## src/rtl/mem_pkg.sv

```systemverilog
// Shared types and helpers for the unified instruction/data memory and its
// byte-stream preload engine.
package mem_pkg;

  typedef enum logic {
    LOAD = 1'b0,
    RUN  = 1'b1
  } state_e;

  typedef enum logic {
    HI = 1'b0,
    LO = 1'b1
  } phase_e;

  localparam logic [7:0] PAD_BYTE      = 8'h00;
  localparam int         DEPTH_DEFAULT = 256;

  function automatic int idx_w(input int depth);
    return (depth > 1) ? $clog2(depth) : 1;
  endfunction

  localparam int IDX_W_DEFAULT = idx_w(DEPTH_DEFAULT);

endpackage : mem_pkg

```

## src/rtl/mem_load_fsm.sv

```systemverilog
// Preload engine: packs big-endian byte pairs into words, writes them from
// index 0 upward, and releases the processor once the image is complete.
module mem_load_fsm
  import mem_pkg::*;
#(
  parameter int DEPTH = DEPTH_DEFAULT,
  parameter int IDX_W = idx_w(DEPTH)
) (
  input  logic             clk,
  input  logic             reset,
  input  logic             load_valid_i,
  input  logic [7:0]       load_byte_i,
  input  logic             load_last_i,
  output logic             load_ready_o,
  output logic             cpu_hold_o,
  output logic             load_done_o,
  output logic             we_o,
  output logic [IDX_W-1:0] waddr_o,
  output logic [15:0]      wdata_o
);

  state_e           state_q, state_d;
  phase_e           phase_q, phase_d;
  logic [7:0]       hi_byte_q, hi_byte_d;
  logic [IDX_W-1:0] load_ptr_q, load_ptr_d;
  logic             accept;

  // NOTE: sequential state uses non-blocking assignments so every register
  // samples the pre-edge values; blocking here would create ordering races.
  always_ff @(posedge clk or posedge reset) begin
    if (reset) begin
      state_q    <= LOAD;
      phase_q    <= HI;
      hi_byte_q  <= 8'h00;
      load_ptr_q <= '0;
    end else begin
      state_q    <= state_d;
      phase_q    <= phase_d;
      hi_byte_q  <= hi_byte_d;
      load_ptr_q <= load_ptr_d;
    end
  end

  assign accept = load_valid_i && (state_q == LOAD);

  // NOTE: every variable gets its default first so no path leaves one
  // unassigned, which would otherwise infer a latch.
  always_comb begin
    state_d    = state_q;
    phase_d    = phase_q;
    hi_byte_d  = hi_byte_q;
    load_ptr_d = load_ptr_q;
    we_o       = 1'b0;
    waddr_o    = load_ptr_q;
    wdata_o    = {hi_byte_q, load_byte_i};

    if (accept) begin
      if (phase_q == HI && !load_last_i) begin
        hi_byte_d = load_byte_i;
        phase_d   = LO;
      end else begin
        // A last byte arriving in the HI phase closes an odd-length image.
        we_o       = 1'b1;
        wdata_o    = (phase_q == HI) ? {load_byte_i, PAD_BYTE} : {hi_byte_q, load_byte_i};
        phase_d    = HI;
        load_ptr_d = load_ptr_q + IDX_W'(1);
        if (load_last_i || load_ptr_q == IDX_W'(DEPTH - 1)) begin
          state_d = RUN;
        end
      end
    end
  end

  assign load_ready_o = (state_q == LOAD);
  assign cpu_hold_o   = (state_q == LOAD);
  assign load_done_o  = (state_q == RUN);

endmodule : mem_load_fsm

```

## src/rtl/unified_mem.sv

```systemverilog
// Word-addressed unified instruction/data memory: preloaded from a byte
// stream after reset, then serves processor reads (combinational) and writes.
module unified_mem
  import mem_pkg::*;
#(
  parameter int DATA_W = 16,
  parameter int ADDR_W = 16,
  parameter int DEPTH  = DEPTH_DEFAULT
) (
  input  logic              clk,
  input  logic              reset,
  input  logic [ADDR_W-1:0] adr,
  input  logic [DATA_W-1:0] writedata,
  input  logic              memwrite,
  output logic [DATA_W-1:0] readdata,
  input  logic              load_valid,
  input  logic [7:0]        load_byte,
  input  logic              load_last,
  output logic              load_ready,
  output logic              cpu_hold,
  output logic              load_done
);

  localparam int IDX_W = idx_w(DEPTH);

  logic [DATA_W-1:0] mem_q [DEPTH];
  logic [IDX_W-1:0]  idx;
  logic              ld_we;
  logic [IDX_W-1:0]  ld_waddr;
  logic [15:0]       ld_wdata;
  logic              mem_we;
  logic [IDX_W-1:0]  mem_waddr;
  logic [DATA_W-1:0] mem_wdata;
  logic              unused_adr_hi;

  // Upper address bits alias modulo DEPTH.
  assign idx           = adr[IDX_W-1:0];
  assign unused_adr_hi = ^adr[ADDR_W-1:IDX_W];

  mem_load_fsm #(
    .DEPTH (DEPTH),
    .IDX_W (IDX_W)
  ) u_load_fsm (
    .clk          (clk),
    .reset        (reset),
    .load_valid_i (load_valid),
    .load_byte_i  (load_byte),
    .load_last_i  (load_last),
    .load_ready_o (load_ready),
    .cpu_hold_o   (cpu_hold),
    .load_done_o  (load_done),
    .we_o         (ld_we),
    .waddr_o      (ld_waddr),
    .wdata_o      (ld_wdata)
  );

  // Loader owns the write port until RUN; processor stores are dropped before.
  assign mem_we    = load_done ? memwrite  : ld_we;
  assign mem_waddr = load_done ? idx       : ld_waddr;
  assign mem_wdata = load_done ? writedata : DATA_W'(ld_wdata);

  // NOTE: the array has no reset so it maps onto plain RAM; its contents are
  // defined only by the preload image and later stores.
  always_ff @(posedge clk) begin
    if (mem_we) begin
      mem_q[mem_waddr] <= mem_wdata;
    end
  end

  assign readdata = load_done ? mem_q[idx] : '0;

endmodule : unified_mem

```

## config.mk

```make
export PLATFORM = sky130hd
export DESIGN_NAME = unified_mem
export DESIGN_NICKNAME = d
export VERILOG_FILES = /design/src/rtl/mem_pkg.sv /design/src/rtl/mem_load_fsm.sv /design/src/rtl/unified_mem.sv
export SDC_FILE = /design/constraint.sdc
export NUM_CORES = 2
export LEC_CHECK = 0
export CELL_PAD_IN_SITES_DETAIL_PLACEMENT = 0
export CELL_PAD_IN_SITES_GLOBAL_PLACEMENT = 1
export CORE_AREA = 2 2 596 598
export CTS_CLUSTER_SIZE = 14
export DETAILED_ROUTE_END_ITERATION = 7
export DIE_AREA = 0 0 598 600
export DONT_BUFFER_PORTS = 1
export GPL_ROUTABILITY_DRIVEN = 0
export PLACE_DENSITY = 0.78
export SLEW_MARGIN = 5
export SYNTH_ARGS = -nofsm -noshare
export SYNTH_HDL_FRONTEND = slang
export SYNTH_SLANG_ARGS = --single-unit
```

## constraint.sdc

```tcl
create_clock -name clk -period 12.9 [get_ports clk]
set_input_delay 3.225 -clock clk [delete_from_list [all_inputs] [get_ports clk]]
set_output_delay 3.225 -clock clk [all_outputs]
set_load 0.005 [all_outputs]
```

# Word-level counts from Yosys, hierarchy flattened
# Memory sizes are Yosys's and may differ from the RTL's.
# Index checks and enable logic that the tools add are counted.
[totals] ff_bits=18 wordCells=29 memories=1 ramBits=4096 out_inout_bits=19
[op_classes] mux=12 n_reduce_logical=7 bitwise=3 eq_ne=1 add_sub_neg=1
[mem_list] name="mem_q" words=256 word_bits=16 read_ports=1 rd_clocked_by_memory_dff=0 write_ports=1 line="unified_mem.sv:26" rtl="logic [DATA_W-1:0] mem_q [DEPTH];"
[op_table] operator="two-way mux 16 bit" count=5
[op_table] operator="adder 8 x 1 -> 8 bit (second input constant)" count=1
[op_table] operator="== test 8 bit (second input constant)" count=1
[op_table] operator="two-way mux 8 bit" count=1
[op_table] operator="two-way mux 1 bit" count=6
[op_table] operator="AND reduction 2 bit" count=2
[op_table] operator="NOT 1 bit" count=3
[op_table] operator="AND reduction 3 bit" count=1
[op_table] operator="logical AND 1 bit" count=2
[op_table] operator="logical NOT 1 bit" count=1
[op_table] operator="logical OR 1 bit" count=1

# Logic depth before layout (Yosys ltp)
[depth] ltp_word=7 ltp_mapped=12 ltp_nobuf=6

# Cells and area by module
# A second synthesis with hierarchy kept.
[hier_totals] cells_unflattened=6987 hier_area_um2=157901.4
[by_module_without_submodules] mod="unified_mem" instances=1 cells_per_inst=6914 area_each_um2=156958.0
[by_module_without_submodules] mod="mem_load_fsm" instances=1 cells_per_inst=73 area_each_um2=943.4

# Worst setup path after synthesis
# Ideal clock, no wire load.
[synth_timing] path_type="in2reg" start="in load_valid" end="mem mem_q[0][13] (data pin)" path_stages=6 path_slack_ps=-3498 setup_time_ps=2187 arrival_time_ps=14211 path_cell_list="nand2b_1 -> nor3b_1 -> buf_1 -> clkbuf_1 -> mux2i_1 -> o21ai_0"
[synth_via] elab_chain_cells=3
[synth_lines] item="start, declared" line="unified_mem.sv:16" rtl="input logic load_valid,"
[synth_lines] item="logical AND 1 bit" line="mem_load_fsm.sv:44" rtl="assign accept = load_valid_i && (state_q == LOAD);"
[synth_lines] item="two-way mux 16 bit" line="mem_load_fsm.sv:57" rtl="if (accept) begin"
[synth_lines] item="two-way mux 16 bit" line="unified_mem.sv:60" rtl="assign mem_wdata = load_done ? writedata : DATA_W'(ld_wdata);"
[synth_lines] item="net mem_wdata[13]" line="unified_mem.sv:33" rtl="logic [DATA_W-1:0] mem_wdata;"
[synth_lines] item="end, declared" line="unified_mem.sv:26"
# The timed path passes the listed nets, and every way through them passes these cells.

# Worst setup path in the final report
[layout_timing] start="in adr[0]" end="out readdata[2]"
[layout_via] elab_chain_cells=2
[layout_lines] item="start, declared" line="unified_mem.sv:12" rtl="input logic [ADDR_W-1:0] adr,"
[layout_lines] item="memory (256 x 16 bit)"
[layout_lines] item="two-way mux 16 bit" line="unified_mem.sv:70" rtl="assign readdata = load_done ? mem_q[idx] : '0;"
[layout_lines] item="end, declared" line="unified_mem.sv:15" rtl="output logic [DATA_W-1:0] readdata,"
# Every way passes these cells.

==> run metrics <==
Final Hold Viols 0; DIE HEIGHT 600 um; vias in the first global route 78,989; synth unique cells 71; grt total ovfl 0; Slew headroom 7.785%; number of flops mapped to enable cells by yosys 4,096; RR Endpoint mem_q[213][9]$_DFFE_PP_; Detail Placement HPWL 239,400 um; DR WL/cell 32.47 um; die width 598 um; area grow syn2layout 13.06%; layout cells sized above 1 23.06%; Clock transition at path regs 0.06 ns; Compound-Gate Fraction of Synth Area 3.802%; #FFs+latches synth 4,114; Synth Area in Adders 0.007913%; Seq/Total Area, Yosys 78.07%; commonest non-fill, non-tap cell in the layout edfxtp_1; Row Count 218; Synth async-reset ratio 0.4375%; number of antenna violations at the first check in global routing 26; fin cells 12,755; Hold/Removal Path Class flop to flop; Critical-path top delay cell o21ai_0; CP max FO 70; cell area after placement 165,600 um^2; CTS max path bufs 4; routed wire length 414,200 um; Mean Syn Cell Area 21.33 um^2; largest net degree at the start of global routing 219; fin crit share 86.12%; Syn Std Cell Area 158,100 um^2; Top FF cell, synth edfxtp_1; clock net sink count 4,114; CP peak stage delay 0.88 ns; r2r setup slk 7.36 ns; Vias/cell 6.237; yosys warns 0; Hold Path Cell Cnt 1; # port buffers 0; commonest cells after routing, fill and taps aside 4,096 x edfxtp_1, 769 x mux4_2, 544 x mux2i_1; DR iter-0 viols 12,051; total clock buffers created by CTS 402; DIE AREA 358,800 um^2; Via Count 79,553; Critical Path RT 9.68 ns; worst reg-to-reg path cell count 9; Mapped Cells 7,412; GRT met1 Usage 30.16%; grt peak-use layer met2; Placed Instances 12,007; Starting Density 44.94%; hold worst-path end u_load_fsm.hi_byte_q[6]$_DFFE_PP0P_; largest family of logic cells by synthesized area multiplexers; GRT met3 Usage 4.684%; Min-Delay Startpoint u_load_fsm.hi_byte_q[6]$_DFFE_PP0P_; Fin Hold WS 0.5095 ns; hold_buf cts 0; PwrDens 154.2 nW/um^2; final net count 7,837; post-CTS setup buffer count 0; min Tclk post-route 11.11 ns; outcome complete, no violations; Remaining DRCs 0; post_cts resized 0; Max Slew Vio Count 0; setup TNS 0 ns; TritonRoute pass-1 iters 8; CTS tree done; crit path kind primary input to output port; clk root buf clkbuf_16; max-cap viol count 0; H-tree Lvls 5; CP Capture Type output port; post-synthesis mux area share 14.51%; met2 Use GR 36.83%; final setup violating endpoints 0; final instance area 178,800 um^2; Peak VDD IR 0.0001294 V; Leak 56.41 nW; post-route ant nets 0; r2r startpoint u_load_fsm.load_done_o$_DFFE_PP0P_; crit start category primary input; overall global routing resource usage 22.78%; syn_nets 7,458; Core Region 351,900 um^2; Post-Synth XOR/XNOR Area 0.03877%; clk_lat worst skew 0.96 ns; Simple-Gate Fraction of Synth Area 2.059%; Worst Tran Pin Value 1.380 ns; RSZ-0062 raised after global routing false; crit path DAT 7.88 ns; first-pass GRT wire length 585,000 um; I/O pin count 64; f_max 90.02 MHz; Clock Skew 0.05159 ns; CP Cell Sequence buf_16 > buf_12 > mux4_2 > a221oi_1 > o22ai_1 > o21ai_0 > nand4b_1 > buf_4
## sequential cells by signal (all words and copies together) (netlist names)
register and count:
mem_q 4096, u_load_fsm.hi_byte_q 8, u_load_fsm.waddr_o 8, u_load_fsm.load_done_o 1, u_load_fsm.phase_q 1
## power breakdown
group	internal (mW)	switching, mW
combinational	0.383	0.818
clock	6.60	5.04
sequential	14.7	0.00347
total	21.7	5.86
## routing by layer
layer | share of wire (%) | wire, um
met1 | 36 | 151100
met4 | 4.7 | 19640
met5 | 0.016 | 65
met3 | 11 | 44040
met2 | 48 | 199400
## area by class of cell
type                       count  area, um^2
sequential                  4114      123500
clock buffer                 482       10440
antenna                       13       32.53
multi-input combinational   2838       32790
inverter                       9       35.03
timing repair buffer         426        3588
clock inverter               253        2654
tap                         4620        5781
fill                       26971      173100
## worst max-delay path by stage
stage	start	endpoint	slack [ns]	cells past startpoint
floorplan	load_valid	mem_q[0][13]$_DFFE_PP_	0.89	6
global placement	adr[0]	readdata[15]	2.07	8
detailed placement	adr[0]	readdata[2]	1.99	8
CTS	adr[0]	readdata[2]	1.98	9
global route	adr[0]	readdata[6]	1.90	9
finish	adr[0]	readdata[2]	1.79	8
## cell usage after synthesis (all sizes together) (3+ instances only)
master | count | share of area [%]
a2111oi | 3 | 0.025
a211oi | 21 | 0.10
a21oi | 39 | 0.12
a221oi | 124 | 0.69
a22o | 61 | 0.34
a22oi | 309 | 1.5
a31oi | 3 | 0.012
a32o | 6 | 0.038
a32oi | 53 | 0.29
and2 | 5 | 0.020
and3 | 5 | 0.020
and4 | 3 | 0.017
buf | 265 | 1.0
clkbuf | 186 | 0.44
dfrtp | 18 | 0.28
edfxtp | 4096 | 78
inv | 9 | 0.021
mux2 | 14 | 0.10
mux2i | 544 | 3.4
mux4 | 770 | 11
nand2 | 148 | 0.35
nand2b | 6 | 0.024
nand3 | 79 | 0.25
nand3b | 7 | 0.033
nand4 | 63 | 0.25
nand4b | 5 | 0.028
nor2 | 317 | 0.76
nor2b | 11 | 0.044
nor3 | 30 | 0.095
nor3b | 4 | 0.022
nor4 | 13 | 0.051
o2111ai | 11 | 0.061
o211ai | 51 | 0.24
o21ai | 45 | 0.14
o22ai | 39 | 0.15
o31ai | 4 | 0.022
or2 | 3 | 0.012
or3 | 4 | 0.016
or3b | 4 | 0.022
or4 | 5 | 0.024
xnor2 | 6 | 0.033
## cells by family (layout without fill, tap and decap cells)
group,Yosys count,in the layout
other,0,13
AOI/OAI and AO/OA,786,786
adders and majority gates,1,1
and+or+nand+nor,716,716
buffers and inverters,460,1170
muxes,1328,1328
xor gates and xnor gates,7,7
DFF,4114,4114
## critical path: cells and delay by family
family                 cells  cell delay (ns)
muxes                      1             0.57
and+or+nand+nor            1             0.64
AOI/OAI and AO/OA          3             1.93
buffers and inverters      3             1.29
## through the flow
step,worst slack (ns),power (mW),utilization [%]
2_1_floorplan,0.8886,15.81,-
3_3_place_gp,2.065,16.16,47.08
3_5_place_dp,1.989,16.19,47.08
4_1_cts,1.981,27.67,50.80
5_1_grt,1.901,28.23,50.81
6_report,1.791,27.57,50.81
(Power assumes the default switching activity.)
